## src/rtl/step_sequencer_ctrl.sv

```systemverilog
// step_sequencer_ctrl: programmable N-step sequencer gating per-channel square tones (wr_* register port, pattern_in, led_out, snd_out, step_idx, step_tick)
module step_sequencer_ctrl #(
  parameter int N_STEPS  = 8,
  parameter int N_CH     = 1,
  parameter int CNT_W    = 28,
  parameter int DATA_W   = 32,
  parameter int DEF_STEP = 6250000,
  parameter int DEF_GATE = 3125000,
  parameter int DEF_TONE = 100000,
  localparam int IW      = $clog2(N_STEPS)
) (
  input  logic                    clk,
  input  logic                    rst,
  input  logic                    wr_en,
  input  logic [7:0]              wr_addr,
  input  logic [DATA_W-1:0]       wr_data,
  input  logic [N_CH*N_STEPS-1:0] pattern_in,
  output logic [N_STEPS-1:0]      led_out,
  output logic [N_CH-1:0]         snd_out,
  output logic [IW-1:0]           step_idx,
  output logic                    step_tick
);
  localparam logic [IW-1:0] LAST = IW'(N_STEPS - 1);
  localparam logic [N_STEPS-1:0] TOP = {1'b1, {(N_STEPS-1){1'b0}}};
  logic run_q, run_d, up_q, up_d, tick_q, tick_d;
  logic [1:0] dir_q, dir_d;
  logic [CNT_W-1:0] period_q, period_d, gate_q, gate_d, step_cnt_q, step_cnt_d, wd;
  logic [CNT_W-1:0] half_q [N_CH];
  logic [CNT_W-1:0] half_d [N_CH];
  logic [CNT_W-1:0] tone_cnt_q [N_CH];
  logic [CNT_W-1:0] tone_cnt_d [N_CH];
  logic [N_CH-1:0] tone_q, tone_d, snd_q, snd_d, wr_tone, tone_hit;
  logic [IW-1:0] idx_q, idx_d;
  logic [N_STEPS-1:0] pat;
  logic wr_ctrl, restart, wr_period, term, adv, gate_open, unused_hi;
  assign unused_hi = ^wr_data;
  always_comb begin
    wd = wr_data[CNT_W-1:0];
    wr_ctrl = wr_en && wr_addr == 8'd0;
    restart = wr_ctrl && wr_data[3];
    wr_period = wr_en && wr_addr == 8'd1;
    term = run_q && step_cnt_q == period_q;
    adv = term && !restart && !wr_period;
    gate_open = run_q && step_cnt_q < gate_q;
    run_d = wr_ctrl ? wr_data[0] : run_q;
    dir_d = wr_ctrl ? wr_data[2:1] : dir_q;
    period_d = wr_period ? wd : period_q;
    gate_d = (wr_en && wr_addr == 8'd2) ? wd : gate_q;
    step_cnt_d = (restart || wr_period || term) ? '0 : run_q ? step_cnt_q + CNT_W'(1) : step_cnt_q;
    tick_d = adv;
    idx_d = idx_q;
    up_d = up_q;
    if (restart) begin
      idx_d = dir_d == 2'b01 ? LAST : '0;
      up_d = 1'b1;
    end else begin
      if (adv) begin
        if (dir_q == 2'b01) idx_d = idx_q == '0 ? LAST : idx_q - IW'(1);
        else if (dir_q == 2'b10) begin
          idx_d = up_q ? idx_q + IW'(1) : idx_q - IW'(1);
          up_d = up_q ? idx_d != LAST : idx_d == '0;
        end else idx_d = idx_q == LAST ? '0 : idx_q + IW'(1);
      end
      if (wr_ctrl && dir_d == 2'b10 && dir_q != 2'b10) up_d = idx_d != LAST;
    end
    pat = '0;
    wr_tone = '0;
    tone_hit = '0;
    for (int c = 0; c < N_CH; c++) begin
      wr_tone[c] = wr_en && wr_addr == 8'(3 + c);
      tone_hit[c] = tone_cnt_q[c] == half_q[c];
      half_d[c] = wr_tone[c] ? wd : half_q[c];
      tone_cnt_d[c] = (restart || wr_tone[c] || tone_hit[c]) ? '0 : tone_cnt_q[c] + CNT_W'(1);
      tone_d[c] = (restart || wr_tone[c]) ? 1'b0 : tone_q[c] ^ tone_hit[c];
      pat = pattern_in[c*N_STEPS +: N_STEPS];
      snd_d[c] = gate_open && tone_q[c] && pat[LAST - idx_q];
    end
  end
  always_ff @(posedge clk or posedge rst) begin
    if (rst) begin
      run_q <= 1'b0;
      dir_q <= 2'b00;
      up_q <= 1'b1;
      tick_q <= 1'b0;
      period_q <= CNT_W'(DEF_STEP);
      gate_q <= CNT_W'(DEF_GATE);
      step_cnt_q <= '0;
      idx_q <= '0;
      tone_q <= '0;
      snd_q <= '0;
      for (int c = 0; c < N_CH; c++) begin
        half_q[c] <= CNT_W'(DEF_TONE);
        tone_cnt_q[c] <= '0;
      end
    end else begin
      run_q <= run_d;
      dir_q <= dir_d;
      up_q <= up_d;
      tick_q <= tick_d;
      period_q <= period_d;
      gate_q <= gate_d;
      step_cnt_q <= step_cnt_d;
      idx_q <= idx_d;
      tone_q <= tone_d;
      snd_q <= snd_d;
      for (int c = 0; c < N_CH; c++) begin
        half_q[c] <= half_d[c];
        tone_cnt_q[c] <= tone_cnt_d[c];
      end
    end
  end
  assign led_out = (TOP >> idx_q) | pattern_in[N_STEPS-1:0];
  assign snd_out = snd_q;
  assign step_idx = idx_q;
  assign step_tick = tick_q;
endmodule

```

## config.mk

```make
export PLATFORM = sky130hd
export DESIGN_NAME = step_sequencer_ctrl
export DESIGN_NICKNAME = d
export VERILOG_FILES = /design/src/rtl/step_sequencer_ctrl.sv
export SDC_FILE = /design/constraint.sdc
export NUM_CORES = 1
export LEC_CHECK = 0
export BUFFER_PORTS_ARGS = -buffer_cell sky130_fd_sc_hd__buf_2
export CAP_MARGIN = 20
export CORE_AREA = 10 10 153 127
export DETAILED_ROUTE_END_ITERATION = 10
export DIE_AREA = 0 0 163 137
export GPL_TIMING_DRIVEN = 0
export MAX_ROUTING_LAYER = met4
export PLACE_DENSITY = 0.7
export RECOVER_POWER = 25
export SLEW_MARGIN = 20
export SYNTH_ARGS = -nofsm -noshare
export SYNTH_HDL_FRONTEND = slang
export SYNTH_SLANG_ARGS = --single-unit
```

## constraint.sdc

```tcl
create_clock -name clk -period 4.9 [get_ports clk]
set_input_delay 1.225 -clock clk [delete_from_list [all_inputs] [get_ports clk]]
set_output_delay 1.225 -clock clk [all_outputs]
set_load 0.05 [all_outputs]
```

Yosys cells after proc, flatten, opt, wreduce, memory -nomap -nowiden
Index checks and enable logic that the tools add are counted.
Widths: inputs -> output; s select.
Operators by class
  $add $sub $neg: 5
  $lt $le $gt $ge: 2
  equal/unequal tests: 14
  shift-type cells: 1
  multiplexer cells: 22
  bitwise logic cells: 2
  reductions and logical operators: 26
Operators with widths (number)
  $mux 28: 3
  $add 28x1->28 const B: 2
  $eq 28x28->1: 2
  $lt 28x28->1: 1
  $mux 3: 9
  $eq 8x2->1 const B: 2
  $logic_and 1x1->1: 13
  $eq 8x1->1 const B: 1
  $logic_not 8->1: 1
  $mux 1: 8
  $or 8x8->8: 1
  $shr 8x3->8 const A: 1
  $logic_not 3->1: 2
  $ne 3x3->1 const B: 2
  $reduce_bool 3->1: 2
  $eq 2x1->1 const B: 2
  $eq 2x2->1 const B: 2
  $logic_or 1x1->1: 4
  $lt 3x4->1 const B: 1
  $add 3x1->3 const B: 1
  $bmux 1 s3: 1
  $eq 3x3->1 const B: 1
  $ne 3x2->1 const B: 1
  $reduce_and 3->1: 1
  other kinds (7): 8
Storage, ports and cells
  bits in registers: 150
  bits of input ports: 51
  output and inout port bits: 13
  word-level logic and storage cells: 84

Logic depth before layout (Yosys ltp)
  depth after elaboration: 11
  depth in mapped cells: 9
  gate-level depth less buffers: 9

Least setup slack after synthesis
OpenSTA, ideal clock, no wires.
  path kind: input to register
  start: input wr_addr[4]
  end: register up_q
  setup time: 0.082 ns
  data arrival time: 2.811 ns
  required time: 4.818 ns
  setup slack: 2.008 ns
  stages on the path: 7
  path buffers: 0
  cell sequence: or4b_4 > nor3_2 > o21a_1 > nand3b_4 > o21ai_0 > a21o_1 > o31a_1
On the way
  word-level cells in the longest chain between the ends: 11
  elaborated cells on any way between the ends: 22
  those cells by class: eq/ne (4); mux (5); reduce/logical (13)
Ends and longest elaborated chain
  start: declaration: line 15  | input logic [7:0] wr_addr,
  $logic_not 8->1: line 39  | wr_ctrl = wr_en && wr_addr == 8'd0;
  $logic_and 1x1->1: line 39
  $logic_and 1x1->1: line 40  | restart = wr_ctrl && wr_data[3];
  $logic_not 1->1: line 43  | adv = term && !restart && !wr_period;
  $logic_and 1x1->1 (2 in series): line 43
  $mux 3: line 57  | if (adv) begin
  $mux 3: line 53  | if (restart) begin
  $ne 3x3->1: line 64  | if (wr_ctrl && dir_d == 2'b10 && dir_q != 2'b10) up_d = idx_d != LAST;
  $mux 1: line 64
  $mux 1: line 53
  end signal: assignment: line 98  | up_q <= up_d;
  end: declaration: line 25  | logic run_q, run_d, up_q, up_d, tick_q, tick_d;
Several ways; a longest one is shown, not always the timed one. The select of a mux whose other input is x is not followed.
A chain may end at the register's enable or synchronous reset.

==> results.toml <==
[run_status]
status = "complete, but fails checks"
violations = "max-capacitance violations, max-slew violations"

[finish]
layoutNonFillerInstCount = 1027
drive_above_1_share_pct = 28.6
final_nets = 881
nFillCells = 1395
n_antenna_cell = 0
area_growth_pct = 14.9
fin_area_mm2 = 0.00917

[die]
die_w_um = 163
design.core.area_mm2 = 0.0163
initial_core_util_pct = 49.0
rows = 42
die_h_um = 137
die-area_mm2 = 0.0223
num_io_pins = 64

[synthesis]
yosys_warnings = 0
netlist_area_mm2 = 0.00798
netlist.area_leader.share_pct = 37.3
ys_ff_latch = 150
async_flop_share_pct = 100
synth_common_cells = "119 x dfrtp_1, 84 x mux2_2, 76 x nor2_1, 59 x xnor2_1, 48 x xor2_1"
yosysSeqAreaShare_pct = 47.5
syn_inst = 712
yosysMostFrequentCell = "dfrtp_1"
yosysTopAreaCell = "dfrtp_1"
synth-main-ff-cell = "dfrtp_1"
yosys-top-cells-area = "dfrtp_1 37%, mux2_2 12%, dfstp_2 10%, xnor2_1 6.5%, ha_1 5.6%"
syn_area_per_cell_um2 = 11.2
synth-edff-count = 0
synth_nets = 799
yosysUniqueCellTypes = 51

[cts]
clockRootBuffer = "clkbuf_16"
h-tree-depth = 4
clockBufferDepth = 2
post_cts_buffers = 0
cts_sinks = 150
hold_buffers = 0
cts_buffers = 17
cts_tree = "done"
clock_latency_ns = 0.42
cts_resized = 0
clkTransAtPathRegs_ns = 0.06

[timing]
finalCritPeriodShare_pct = 65.9
finalHoldViolCount = 0
max-slew-margin-rel_pct = -13.1
worst_clock_skew_ns = 0.00660
worst_pin_slew_ns = 1.70
fin_crit_ns = 3.23
setup_tns_ns = 0
finalSetupViolCount = 0
fmax_mhz = 310
drv_slew = 57
rsz0062_at_grt = "false"

[setup_path]
end_kind = "flip-flop"
crit_path_max_fanout = 10
startpoint_type = "input pin"
arrival_ns = 3.53
worstSetupPathType = "input pin to flip-flop"
crit_required_ns = 5.20

[routing]
drtAntennaViolNets = 0
drt-total-wl_um = 19500
drc_errors = 0
drtIter0Drc = 352
dr.pass1.iters = 5
avgRoutedWirePerCell_um = 19.0
vias = 5634
viasPerCell = 5.49

[grt]
grt_pass1_vias = 5876
grt.overflow.total = 0
grt_max_degree = 35
grt_antenna_before_repair = 0
grt_pass1_wl_um = 31400
gr-usage-all-layers_pct = 18.6

[job]
cap_violations = 2

[placement]
gp_congestion = 0.933
dpl.hpwl_um = 15000
placed_cells = 995
dpl-instance-area_mm2 = 0.00864
port_buffers = 59

[power_and_ir_drop]
p_leak_uw = 0.00419
vdd_drop_max_uv = 259
power_density_mw_per_mm2 = 397

[hold_path]
hold_class = "flip-flop to flip-flop"
==> area by class of cell <==
cell class | count | area [um2] | area share (%)
plain buffers | 22 | 98.8 | 1.08
clock buffers | 20 | 437 | 4.76
clock inverters | 12 | 130 | 1.42
inverters | 41 | 155 | 1.69
multi-input cells | 499 | 3940 | 43.0
flip-flops and latches | 150 | 3790 | 41.4
well taps | 220 | 275 | 3.00
repair buffers | 63 | 343 | 3.74
==> registers in the layout, summed over array words and instances, names as in the netlist <==
signal      cells
step_idx        3
dir_q           2
up_q            1
tone_cnt_q     28
period_q       28
gate_q         28
half_q         28
step_tick       1
step_cnt_q     28
snd_out         1
run_q           1
tone_q          1
==> routing by layer <==
metal  wire, um  global-route usage [%]
met5          0                       -
met4        337                    5.45
met3       1050                    3.54
met2       8990                    27.8
met1       9110                    25.4
==> metrics by stage <==
stage / setup WS [ns] / power (uW) / util (%) / hold slack [ns]
after floorplan: 1.81 / 2120 / - / 0.450
after global placement: 0.985 / 2330 / 52.5 / 0.464
after detailed placement: 1.24 / 2370 / 53.0 / 0.494
after CTS: 1.68 / 3660 / 56.5 / 0.507
after global routing: 1.25 / 3830 / 56.3 / 0.527
final: 1.67 / 3640 / 56.3 / 0.504
==> placed cells by master, fill, tap and decap left out, types with 3 or more instances in the layout <==
cell type / Yosys / routed
buf_2: 7 / 66
or3_1: 4 / 4
a21o_1: 13 / 13
clkinv_2: 0 / 3
o211ai_1: 3 / 3
mux2i_1: 4 / 4
nor2_1: 76 / 76
mux2_2: 84 / 84
clkinvlp_4: 0 / 5
a2111oi_0: 3 / 3
ha_1: 36 / 36
and2_1: 3 / 3
clkbuf_16: 0 / 17
inv_1: 41 / 40
dfstp_2: 31 / 31
nor4_1: 6 / 6
and3_1: 9 / 9
buf_1: 4 / 4
o21ai_0: 14 / 14
nand2b_1: 6 / 6
nor4_4: 3 / 3
nand4_1: 32 / 32
a21oi_1: 7 / 7
o2111ai_1: 3 / 3
nand2_1: 32 / 32
xor2_1: 48 / 48
o21a_1: 4 / 4
nand3_1: 17 / 17
xnor2_1: 59 / 59
nor3_1: 6 / 6
clkbuf_1: 10 / 15
dfrtp_1: 119 / 119
==> critical path: stages <==
cell     delay [ns]
buf_2          0.09
or4b_4         0.57
nor4_4         0.58
nand2_1        0.36
nand3_2        0.32
buf_2          0.30
nor2_1         0.08
==> final timing paths <==
check                      startpoint             end  slack (ns)  cells past startpoint
max reg2reg                gate_q[13]         snd_out        2.20                      9
max in group asynchronous         rst  tone_cnt_q[18]        1.75                      3
min in group asynchronous         rst  tone_cnt_q[13]        1.06                      2
min reg2reg                gate_q[27]      gate_q[27]        0.50                      1
min                        gate_q[27]      gate_q[27]        0.50                      1
max                        wr_addr[4]  tone_cnt_q[12]        1.67                      7
==> report_power, final <==
| group | internal (uW) | total [uW] | switching, uW | leakage [uW] |
|---|---|---|---|---|
| clock | 748 | 1260 | 517 | 0.000262 |
| sequential | 1390 | 1590 | 202 | 0.00187 |
| combinational | 354 | 781 | 427 | 0.00206 |
| total | 2490 | 3640 | 1140 | 0.00419 |
==> kinds of logic after synthesis <==
kind of cell               Yosys count  share of synthesized area, %
DFF                                150                          47.5
buffers and inverters               63                          3.17
AOI/OAI and AO/OA                   54                          4.54
muxes                               90                          12.9
xor gates and xnor gates           109                          12.3
and+or+nand+nor                    210                          13.9
adders and majority gates           36                          5.64
(Power assumes the default switching activity.)
